--- config.mk ---
export PLATFORM = sky130hd
export DESIGN_NAME = mult_unit
export DESIGN_NICKNAME = d
export VERILOG_FILES = /design/src/rtl/mult_pkg.sv /design/src/rtl/booth_step.sv /design/src/rtl/mult_unit.sv
export SDC_FILE = /design/constraint.sdc
export NUM_CORES = 1
export LEC_CHECK = 0
export CAP_MARGIN = 25
export CORE_MARGIN = 3
export CORE_UTILIZATION = 45
export DETAILED_ROUTE_END_ITERATION = 16
export HOLD_SLACK_MARGIN = 0.05
export PLACE_DENSITY = 0.68
export SLEW_MARGIN = 15
export SYNTH_ARGS = -nofsm -noshare
export SYNTH_HDL_FRONTEND = slang
export SYNTH_SLANG_ARGS = --single-unit
--- constraint.sdc ---
create_clock -name clk -period 7.3 [get_ports clk]
set_input_delay 1.46 -clock clk [delete_from_list [all_inputs] [get_ports clk]]
set_output_delay 1.46 -clock clk [all_outputs]
set_load 0.03 [all_outputs]
--- src/rtl/mult_pkg.sv ---
// mult_pkg
// Shared definitions for the sequential Booth multiplier.
//   MULT_W       operand width (32)
//   MULT_STEPS   number of Booth steps per multiply (one per bit of B)
//   CNT_W        width of the step counter
//   mult_state_t FSM state encoding {IDLE, RUN, FIN}
//   BOOTH_*      codes for the {Q[0], Q-1} pair that select add/subtract/hold
package mult_pkg;

    localparam int MULT_W     = 32;
    localparam int MULT_STEPS = 32;
    localparam int CNT_W      = $clog2(MULT_STEPS);

    typedef enum logic [1:0] {
        IDLE = 2'd0,
        RUN  = 2'd1,
        FIN  = 2'd2
    } mult_state_t;

    localparam logic [1:0] BOOTH_HOLD0 = 2'b00;
    localparam logic [1:0] BOOTH_ADD   = 2'b01;
    localparam logic [1:0] BOOTH_SUB   = 2'b10;
    localparam logic [1:0] BOOTH_HOLD1 = 2'b11;

endpackage

--- src/rtl/booth_step.sv ---
// booth_step
// One combinational radix-2 Booth iteration: conditionally add or subtract
// the multiplicand into the accumulator, then arithmetically shift the
// concatenation {ACC, Q, Q-1} right by one bit.
// Ports:
//   acc        in  33  current accumulator (signed)
//   q          in  32  current multiplier / low product bits
//   q_m1       in  1   bit shifted out of Q on the previous step
//   m          in  33  sign-extended multiplicand
//   acc_next   out 33  accumulator after add/sub and shift
//   q_next     out 32  Q after shift
//   q_m1_next  out 1   new Q-1 (old Q[0])
module booth_step
    import mult_pkg::*;
(
    input  logic [MULT_W:0]   acc,
    input  logic [MULT_W-1:0] q,
    input  logic              q_m1,
    input  logic [MULT_W:0]   m,
    output logic [MULT_W:0]   acc_next,
    output logic [MULT_W-1:0] q_next,
    output logic              q_m1_next
);

    logic [MULT_W:0] sum;

    always_comb begin
        sum = acc;
        case ({q[0], q_m1})
            BOOTH_ADD: sum = acc + m;
            BOOTH_SUB: sum = acc - m;
            default:   sum = acc;
        endcase
        // Arithmetic shift: the accumulator sign bit is replicated into the top.
        {acc_next, q_next, q_m1_next} = {sum[MULT_W], sum, q};
    end

endmodule

--- src/rtl/mult_unit.sv ---
// mult_unit
// Sequential signed 32x32 multiplier using radix-2 Booth recoding, one step
// per clock. The 64-bit product is delivered as hi/lo with a one-cycle done.
// Ports:
//   clk     in  1   clock, rising edge
//   reset   in  1   synchronous, active-low reset
//   multOP  in  1   start request, honoured only while idle
//   A       in  32  multiplicand (signed)
//   B       in  32  multiplier (signed)
//   busy    out 1   operation in progress
//   done    out 1   one-cycle pulse when hi/lo are updated
//   hi      out 32  product bits [63:32]
//   lo      out 32  product bits [31:0]
module mult_unit
    import mult_pkg::*;
(
    input  logic              clk,
    input  logic              reset,
    input  logic              multOP,
    input  logic [MULT_W-1:0] A,
    input  logic [MULT_W-1:0] B,
    output logic              busy,
    output logic              done,
    output logic [MULT_W-1:0] hi,
    output logic [MULT_W-1:0] lo
);

    mult_state_t       state;
    logic [CNT_W-1:0]  count;
    // The accumulator and multiplicand carry one extra bit so that
    // subtracting M = -2^31 cannot overflow.
    logic [MULT_W:0]   acc;
    logic [MULT_W:0]   m;
    logic [MULT_W-1:0] q;
    logic              q_m1;

    logic [MULT_W:0]   acc_next;
    logic [MULT_W-1:0] q_next;
    logic              q_m1_next;

    booth_step u_booth_step (
        .acc       (acc),
        .q         (q),
        .q_m1      (q_m1),
        .m         (m),
        .acc_next  (acc_next),
        .q_next    (q_next),
        .q_m1_next (q_m1_next)
    );

    // Control FSM plus datapath registers. Operands are captured only on the
    // start edge; hi/lo are written only in FIN and otherwise hold.
    always_ff @(posedge clk) begin
        if (!reset) begin
            state <= IDLE;
            count <= '0;
            acc   <= '0;
            m     <= '0;
            q     <= '0;
            q_m1  <= 1'b0;
            busy  <= 1'b0;
            done  <= 1'b0;
            hi    <= '0;
            lo    <= '0;
        end else begin
            done <= 1'b0;
            case (state)
                IDLE: begin
                    if (multOP) begin
                        m     <= {A[MULT_W-1], A};
                        acc   <= '0;
                        q     <= B;
                        q_m1  <= 1'b0;
                        count <= '0;
                        busy  <= 1'b1;
                        state <= RUN;
                    end
                end
                RUN: begin
                    acc   <= acc_next;
                    q     <= q_next;
                    q_m1  <= q_m1_next;
                    count <= count + 1'b1;
                    if (count == CNT_W'(MULT_STEPS - 1)) begin
                        state <= FIN;
                    end
                end
                FIN: begin
                    // After all steps the low 32 bits of ACC are the exact
                    // upper product word; bit 32 is only a sign guard.
                    hi    <= acc[MULT_W-1:0];
                    lo    <= q;
                    done  <= 1'b1;
                    busy  <= 1'b0;
                    state <= IDLE;
                end
                default: begin
                    busy  <= 1'b0;
                    state <= IDLE;
                end
            endcase
        end
    end

endmodule

Word-level counts from Yosys, hierarchy flattened
Cells that the tools add are included.

storage, ports and cells
  bits in registers = 171
  bits of input ports = 67
  output and inout bits = 66
  logic and storage cells = 42

cells by class
  $add $sub $neg = 3
  equal/unequal tests = 7
  multiplexer cells = 15
  bitwise operators = 1
  reductions and logical operators = 6

operator list
  operator               number
  $pmux W33 S2           2
  $pmux W32 S2           1
  $add A33 B33 Y33       1
  $mux W33               1
  $sub A33 B33 Y33       1
  $mux W32               1
  $pmux W5 S2            1
  $reduce_and A2 Y1      4
  $add A5 B1 Y5 const B  1
  $eq A5 B5 Y1 const B   1
  $mux W5                1
  $eq A2 B1 Y1 const B   2
  $eq A2 B2 Y1 const B   2
  $mux W2                2
  $ne A2 B2 Y1 const B   2
  $pmux W1 S2            2
  $pmux W2 S2            1
  $mux W1                3
  $logic_not A2 Y1       1
  $reduce_bool A2 Y1     1
  $not A1 Y1             1

Logic depth before layout (Yosys ltp)
Gate-level depths: netlist of the first run.

  word-level depth = 3
  mapped depth = 20
  depth with buffers taken out = 19

Modules after synthesis
From an unflattened synthesis of the first run, not the netlist that was laid out.

unflattened totals
  cell total of the unflattened synthesis = 1,288
  area total of the unflattened synthesis = 9,883.2 um^2

modules (own cells, without submodules)
  module      instances  cells each  area an instance (um^2)  sequential area each (um^2)
  mult_unit   1          788         6,560.0                  3,423.3
  booth_step  1          500         3,323.2                  0.0

Least setup slack after synthesis of the first run
Ideal clock, no wire load.

  path type = register -> register
  from = reg m[2]
  to = reg acc[31]
  setup time = 87 ps
  arrival = 3,867 ps
  data required time = 7,213 ps
  setup slack = 3,346 ps
  cell stages (with the launch flop) = 18
  buffers on the path = 0
  clock period less this slack = 3,954 ps
  cells stage by stage = dfxtp_1 -> or3_4 -> or4_1 -> nor2_2 -> and2_1 -> nor3b_2 -> and2b_1 -> a21oi_1 -> xnor2_1 -> ha_1 -> a21o_1 -> a21oi_1 -> o21bai_1 -> a21o_1 -> a2111oi_0 -> o21ai_0 -> and3_1 -> nor4b_2

between the ends
  cells in the longest elaborated chain, start to end = 3
  elaborated cells between the ends (all ways) = 4
  classes of those cells = 2 x add/sub; 2 x mux

RTL lines
  element                                                      RTL line                            RTL
  start: declaration                                           mult_unit.sv:33                     logic [MULT_W:0] m;
  start signal: assignment                                     mult_unit.sv:70                     m <= {A[MULT_W-1], A};
  $sub A33 B33 Y33 / $add A33 B33 Y33 (equally long branches)  booth_step.sv:31, booth_step.sv:30
  $pmux W33 S2 *                                               booth_step.sv:29                    case ({q[0], q_m1})
  $pmux W33 S2 *                                               mult_unit.sv:67                     case (state)
  end signal: assignment                                       mult_unit.sv:80                     acc <= acc_next;
  end: declaration                                             mult_unit.sv:32                     logic [MULT_W:0] acc;

Mark *: on every way between the ends. The rest lies on a longest branch, timed or not.
A chain may end at the register's enable or synchronous reset.

Final worst setup path of the first run
Same ends and word-level chain as after synthesis.

==> results of run 1 <==
-- layer usage --
layer / GRT usage [%] / vias up / share of wire [%]
li1: - / 4148 / -
met1: 30.7 / 3733 / 50
met2: 31.4 / 221 / 42
met3: 4.14 / 27 / 6.6
met4: 5.87 / 0 / 1.4
met5: 0 / - / 0
-- path summary, 6_finish.rpt --
| path | startpoint | end | slack (ns) | cells past startpoint |
|---|---|---|---|---|
| worst max-delay path | m[2] | acc[31] | 2.98 | 17 |
| worst min-delay path | hi[9] | hi[9] | 0.46 | 2 |
| worst min register to register | hi[9] | hi[9] | 0.46 | 2 |
| worst max register to register | m[2] | acc[31] | 2.98 | 17 |
-- cells in the mapped netlist (all sizes together), types with 5 or more instances --
library cell | instances | share of area (%)
nand2b | 5 | 0.35
nor3 | 18 | 1.0
o21ai | 26 | 1.5
or3 | 5 | 0.40
a31oi | 7 | 0.48
clkbuf | 68 | 2.8
nor2b | 20 | 1.4
xor2 | 7 | 0.68
and3 | 12 | 0.83
xnor2 | 42 | 4.1
o21a | 7 | 0.58
nor4 | 6 | 0.65
a21boi | 107 | 8.9
ha | 36 | 5.0
o21bai | 5 | 0.42
a221o | 5 | 0.55
dfxtp | 170 | 38
inv | 16 | 0.66
a222oi | 14 | 1.6
o221ai | 31 | 3.0
a21o | 17 | 1.4
and2 | 11 | 0.76
o211ai | 5 | 0.42
buf | 7 | 0.29
nor2 | 109 | 4.6
nand3 | 13 | 0.72
a22o | 9 | 0.87
nand2 | 241 | 10
a21oi | 57 | 3.3
-- state kept, by name (all words and copies together) (netlist names) --
name / flops
acc: 32
hi: 32
lo: 32
m: 32
q: 32
count: 5
state: 2
busy: 1
done: 1
q_m1: 1
-- final cells by class --
type | instances | area (µm²) | share of cell area [%]
clock inverter | 15 | 169 | 1.51
multi-input combinational | 867 | 5310 | 47.6
clock buffer | 17 | 425 | 3.81
tap | 265 | 332 | 2.97
sequential | 170 | 3400 | 30.5
inverter | 16 | 60.1 | 0.538
timing repair buffer | 146 | 1460 | 13.1
-- critical path: stages, from the launching register on --
cell	delay [ns]
dfxtp_1	0.35
or3_4	0.43
or4_1	0.45
nor2_2	0.14
and2_1	0.20
nor3b_2	0.20
and2b_1	0.23
a21oi_1	0.10
xnor2_1	0.14
ha_1	0.35
a21o_1	0.23
a21oi_1	0.16
o21bai_1	0.10
a21o_1	0.18
a2111oi_0	0.37
o21ai_0	0.18
and3_1	0.18
nor4b_2	0.25
-- logic make-up after synthesis --
family,Yosys count,synth area share (%)
buffers and inverters,91,3.78
AOI/OAI and AO/OA,310,25.1
and+or+nand+nor,468,23.2
muxes,3,0.346
adders and majority gates,37,5.21
xor gates and xnor gates,49,4.75
DFF,170,37.7
-- where the power goes --
group	internal (mW)	switching, mW
clock network	0.490	0.424
logic	0.224	0.295
registers	0.966	0.0399
total	1.68	0.759
-- stage by stage --
step | instance area (µm²) | power, mW | hold slack [ns]
3_5_place_dp | 10500 | 1.54 | 0.457
6_report | 11200 | 2.44 | 0.461
3_3_place_gp | 10500 | 1.53 | 0.453
2_1_floorplan | 9040 | 1.39 | 0.454
4_1_cts | 11100 | 2.46 | 0.467
5_1_grt | 11200 | 2.57 | 0.477
==> metrics.md, run 1 <==
| Metric | Value |
|---|---|
| Max rail drop VDD | 0.160 mV |
| Final slew viol count | 0 |
| Max H-tree Level | 4 |
| Pre-CTS setup slack | roughly 3.0 ns |
| Leak pwr | around 4.1 nW |
| Initial antenna violation count | 0 |
| Share of cells above drive strength 1 | 5.28% |
| Crit path DAT | approximately 4.7 ns |
| Setup bufs post-CTS | 0 |
| Vias | between 8000 and 9000 |
| Post-synth EDFFs | 0 |
| Via density | roughly 5.4 |
| CTS sink cnt | 170 |
| Non-Filler Instances | 1496 |
| Synth Instances | between 1000 and 1500 |
| Clock tree buffer depth | 2 |
| CTS tree | built |
| Sequential area share after synthesis | between 30% and 40% |
| RSZ-0062 raised after global routing | false |
| Worst Setup End Kind | register |
| Net Count, Synth | approximately 1200 |
| Min cycle time layout | between 4 and 5 ns |
| Final Hold Vio Count | 0 |
| Most frequent cells in the layout | nand2_1 (240), dfxtp_1 (170), clkdlybuf4s50_1 (131) |
| Gr usage total | around a fifth |
| Die ar. | approximately 0.022 mm² |
| # hold bufs at CTS | 0 |
| Synthesis warning total | 0 |
| GR Overflow Total | 0 |
| Fmax | 232 MHz |
| Total negative slack | 0 ns |
| Setup-failing EPs final | 0 |
| Num rows | between 50 and 60 |
| Initial core utilization | a little under half |
| Root Driver | clkbuf_16 |
| DRC Markers | 0 |
| Most common cell after layout, fill and taps aside | nand2_1 |
| Pin count of the biggest net entering global routing | 122 |
| Clk pin slew, worst setup/hold paths | roughly 0.070 ns |
| Pre-Repair DR Iteration Count | 6 |
| Io pins | 133 |
| GPL Wtd Cong | 0.889 |
| Violation count after the first detailed-route iteration | just under 700 |
| Core Box Area | approximately 0.02 mm² |
| First-pass GRT wire length | approximately 38 mm |
| Resized Gates After CTS | 0 |
| Vias in the first global route | around 7400 |
| Crit Path Max Fanout | 6 |
| Die height | roughly 150 µm |
| Total CTS buffers | 17 |
| Final HPWL DP | roughly 16 mm |
| Fin nets | between 1000 and 1500 |
| Number of fill cells | 1854 |
| Ys async rst share | 0% |
| DP Cell Count | 1462 |
| Required time worst endpoint | approximately 7.6 ns |
| Avg Inst Size Synth | 8.01 µm² |
| Yosys reg bits | 170 |
| Max Cap Viol | 0 |
| Synthesized area | between 0.009 and 0.01 mm² |
| Least-Margin Pin Slew | a little under 0.8 ns |
| Final period util | between 50% and 60% |
| Clock Latency Late Sink | 0.43 ns |
| Crit path launch type | register |
| Outcome | completed |
| Final ANT Viol Nets | 0 |
| Avg WL per Cell | ~15 µm |
| Fin worst setup slack | between 2 and 3 ns |
| N_diodes | 0 |
| Top FF cell, synth | dfxtp_1 |
| Worst Skew | 0.00646 ns |
| Die width | between 100 and 150 µm |
| Count of unique library cells instantiated by Yosys | 66 |
| Min-Delay Path Class | reg -> reg |
| Power per Cell Area | 218 mW/mm² |
| I/O Buffers | ~130 |
| Slew HR | 47.6% |
| Kind of critical path | reg -> reg |
| Layout area overhead | 23.5% |
| Routed wire length | approximately 23 mm |
| Final design utilization | around 57% |
No activity file was read; power rests on OpenSTA's default activity.
==> run 2, diff against run 1 <==
==> constraint.sdc (replaced) <==
create_clock -name clk -period 4.3 [get_ports clk]
set_input_delay 0.86 -clock clk [delete_from_list [all_inputs] [get_ports clk]]
set_output_delay 0.86 -clock clk [all_outputs]
set_load 0.03 [all_outputs]
==> run 2 against run 1 <==
Compared with the run above:
- sequential share of layout area is 0.14 points lower
- largest power group unchanged
- clock-buffer cell count rose by 1
- via count shrank 0.28%
- global-route usage down 0.16 points
- die area unchanged
- register-to-register slack lost 2.8 ns
==> metrics.md, run 2 (synthesis results as in run 1) <==
| Metric | Value |
|---|---|
| Vias | 8106 |
| Io pins | around 130 |
| Min cycle time layout | 4.16 ns |
| FF/Latch Area | approximately 0.0034 mm² |
| Final Hold Vio Count | 0 |
| Final period util | 96.8% |
| Final slew viol count | 0 |
| Kind of critical path | reg -> reg |
| Leak pwr | ~4.1 nW |
| Violation count after the first detailed-route iteration | roughly 560 |
| GPL Wtd Cong | 0.899 |
| Least-Margin Pin Slew | about 0.95 ns |
| Total CTS buffers | 17 |
| Gr usage total | just over 20% |
| Outcome | completed |
| CTS sink cnt | 170 |
| Share of cells above drive strength 1 | between 6 and 7% |
| Min-Delay Path Class | reg -> reg |
| Hold WS | 0.460 ns |
| R2R Setup Slk | roughly 0.14 ns |
| Clk pin slew, worst setup/hold paths | 0.07 ns |
| Max rail drop VDD | 0.281 mV |
| GR Overflow Total | 0 |
| Most common cell after layout, fill and taps aside | nand2_1 |
| Fin nets | about 1300 |
| Layout area overhead | 24.1% |
| Setup bufs post-CTS | 0 |
| Core Box Area | between 0.015 and 0.02 mm² |
| Initial antenna violation count | 0 |
| Vias in the first global route | about 7400 |
| DRC Markers | 0 |
| Crit path max-delay family | simple AND/OR/NAND/NOR gates |
| Worst Skew | about 0.011 ns |
| Slowest Stage Delay on Critical Path | 0.45 ns |
| Max H-tree Level | 4 |
| Max Cap Viol | 0 |
| I/O Buffers | between 100 and 150 |
| Crit path launch type | register |
| Die width | approximately 150 µm |
| # hold bufs at CTS | 0 |
| Crit Path Max Fanout | 5 |
| Final HPWL DP | approximately 16 mm |
| Area taken by multi-input logic gates | ~0.0053 mm² |
| Die ar. | 0.0218 mm² |
| Total power | 4.11 mW |
| Clock tree buffer depth | 2 |
| Avg WL per Cell | around 15 µm |
| Clock Latency Late Sink | between 0.4 and 0.5 ns |
| Setup-failing EPs final | 0 |
| Num rows | 51 |
| CP bufs+invs | 0 |
| Required time worst endpoint | about 4.7 ns |
| Fin worst setup slack | roughly 0.14 ns |
| Number of fill cells | 1863 |
| Crit-path cells | or3_4, or4_4, nor2_4, and2_4, nor3b_4, and2b_2, a21oi_1, xnor2_1, ha_1, a21o_1, a21oi_1, o21bai_1, a21o_1, a2111oi_1, o21ai_1, and3_1, nor4b_2 |
| Final ANT Viol Nets | 0 |
| Pre-CTS setup slack | ~0.09 ns |
| Via density | 5.39 |
| Pin count of the biggest net entering global routing | approximately 110 |
| Root Driver | clkbuf_16 |
| Initial core utilization | between 40% and 50% |
| Crit path DAT | about 4.5 ns |
| Slew HR | between 30% and 40% |
| Most frequent cells in the layout | nand2_1 (240), dfxtp_1 (170), clkdlybuf4s50_1 (131) |
| Resized Gates After CTS | 0 |
| Die height | around 150 µm |
| Pre-Repair DR Iteration Count | 6 |
| N_diodes | 0 |
| First-pass GRT wire length | 37.3 mm |
| Power per Cell Area | between 300 and 400 mW/mm² |
| Fmax | around 240 MHz |
| Worst Setup End Kind | register |
| CP max stage cell | or4_4 |
| CTS tree | built |
| Routed wire length | between 20 and 25 mm |
[run 2: through the flow]
| step | setup TNS [ns] | util [%] | area (µm²) | std cells |
|---|---|---|---|---|
| after floorplan | 0 | - | 9040 | 1128 |
| after global placement | 0 | 54.0 | 10600 | 1471 |
| after detailed placement | 0 | 54.0 | 10600 | 1471 |
| after CTS | 0 | 56.9 | 11100 | 1503 |
| after global routing | -0.0774 | 57.2 | 11200 | 1505 |
| final | 0 | 57.2 | 11200 | 1505 |
[run 2: per-layer routing]
layer	track usage [%]	wire, µm
met4	5.41	289
met2	32.1	10200
met1	30.4	11500
met5	0	0
met3	3.28	1230
[run 2: cell type report]
type / instances / share of cell area (%)
multi-input combinational: 867 / 47.5
tap: 265 / 2.96
inverter: 16 / 0.536
sequential: 170 / 30.4
timing repair buffer: 155 / 13.5
clock inverter: 14 / 1.15
clock buffer: 18 / 3.92
[run 2: worst reg2reg max path: cells and delay by family, from the launching register on]
kind	cells	cell delay, ns
compound gates	7	1.27
flops	1	0.35
xor+xnor	1	0.13
fa+ha+maj	1	0.30
simple gates	8	2.02
[run 2: where the power goes]
group / switching, mW / total, mW / internal [mW] / leakage, nW
Clock: 0.707 / 1.49 / 0.780 / 0.272
Sequential: 0.0678 / 1.71 / 1.64 / 1.38
Combinational: 0.518 / 0.919 / 0.400 / 2.49
[run 2: worst paths after layout]
path,startpoint,cells after the start,endpoint
max,m[2],17,acc[31]
min,lo[29],2,lo[29]
max reg2reg,m[2],17,acc[31]
min reg2reg,lo[29],2,lo[29]
==> run 3, diff against run 2 <==
--- a/config.mk
+++ b/config.mk
@@ -15,3 +15,4 @@
 export SYNTH_ARGS = -nofsm -noshare
 export SYNTH_HDL_FRONTEND = slang
 export SYNTH_SLANG_ARGS = --single-unit
+export TNS_END_PERCENT = 10
==> results of run 3 <==
Same layout as run 2: the final DEF is identical, and so are final timing and power.
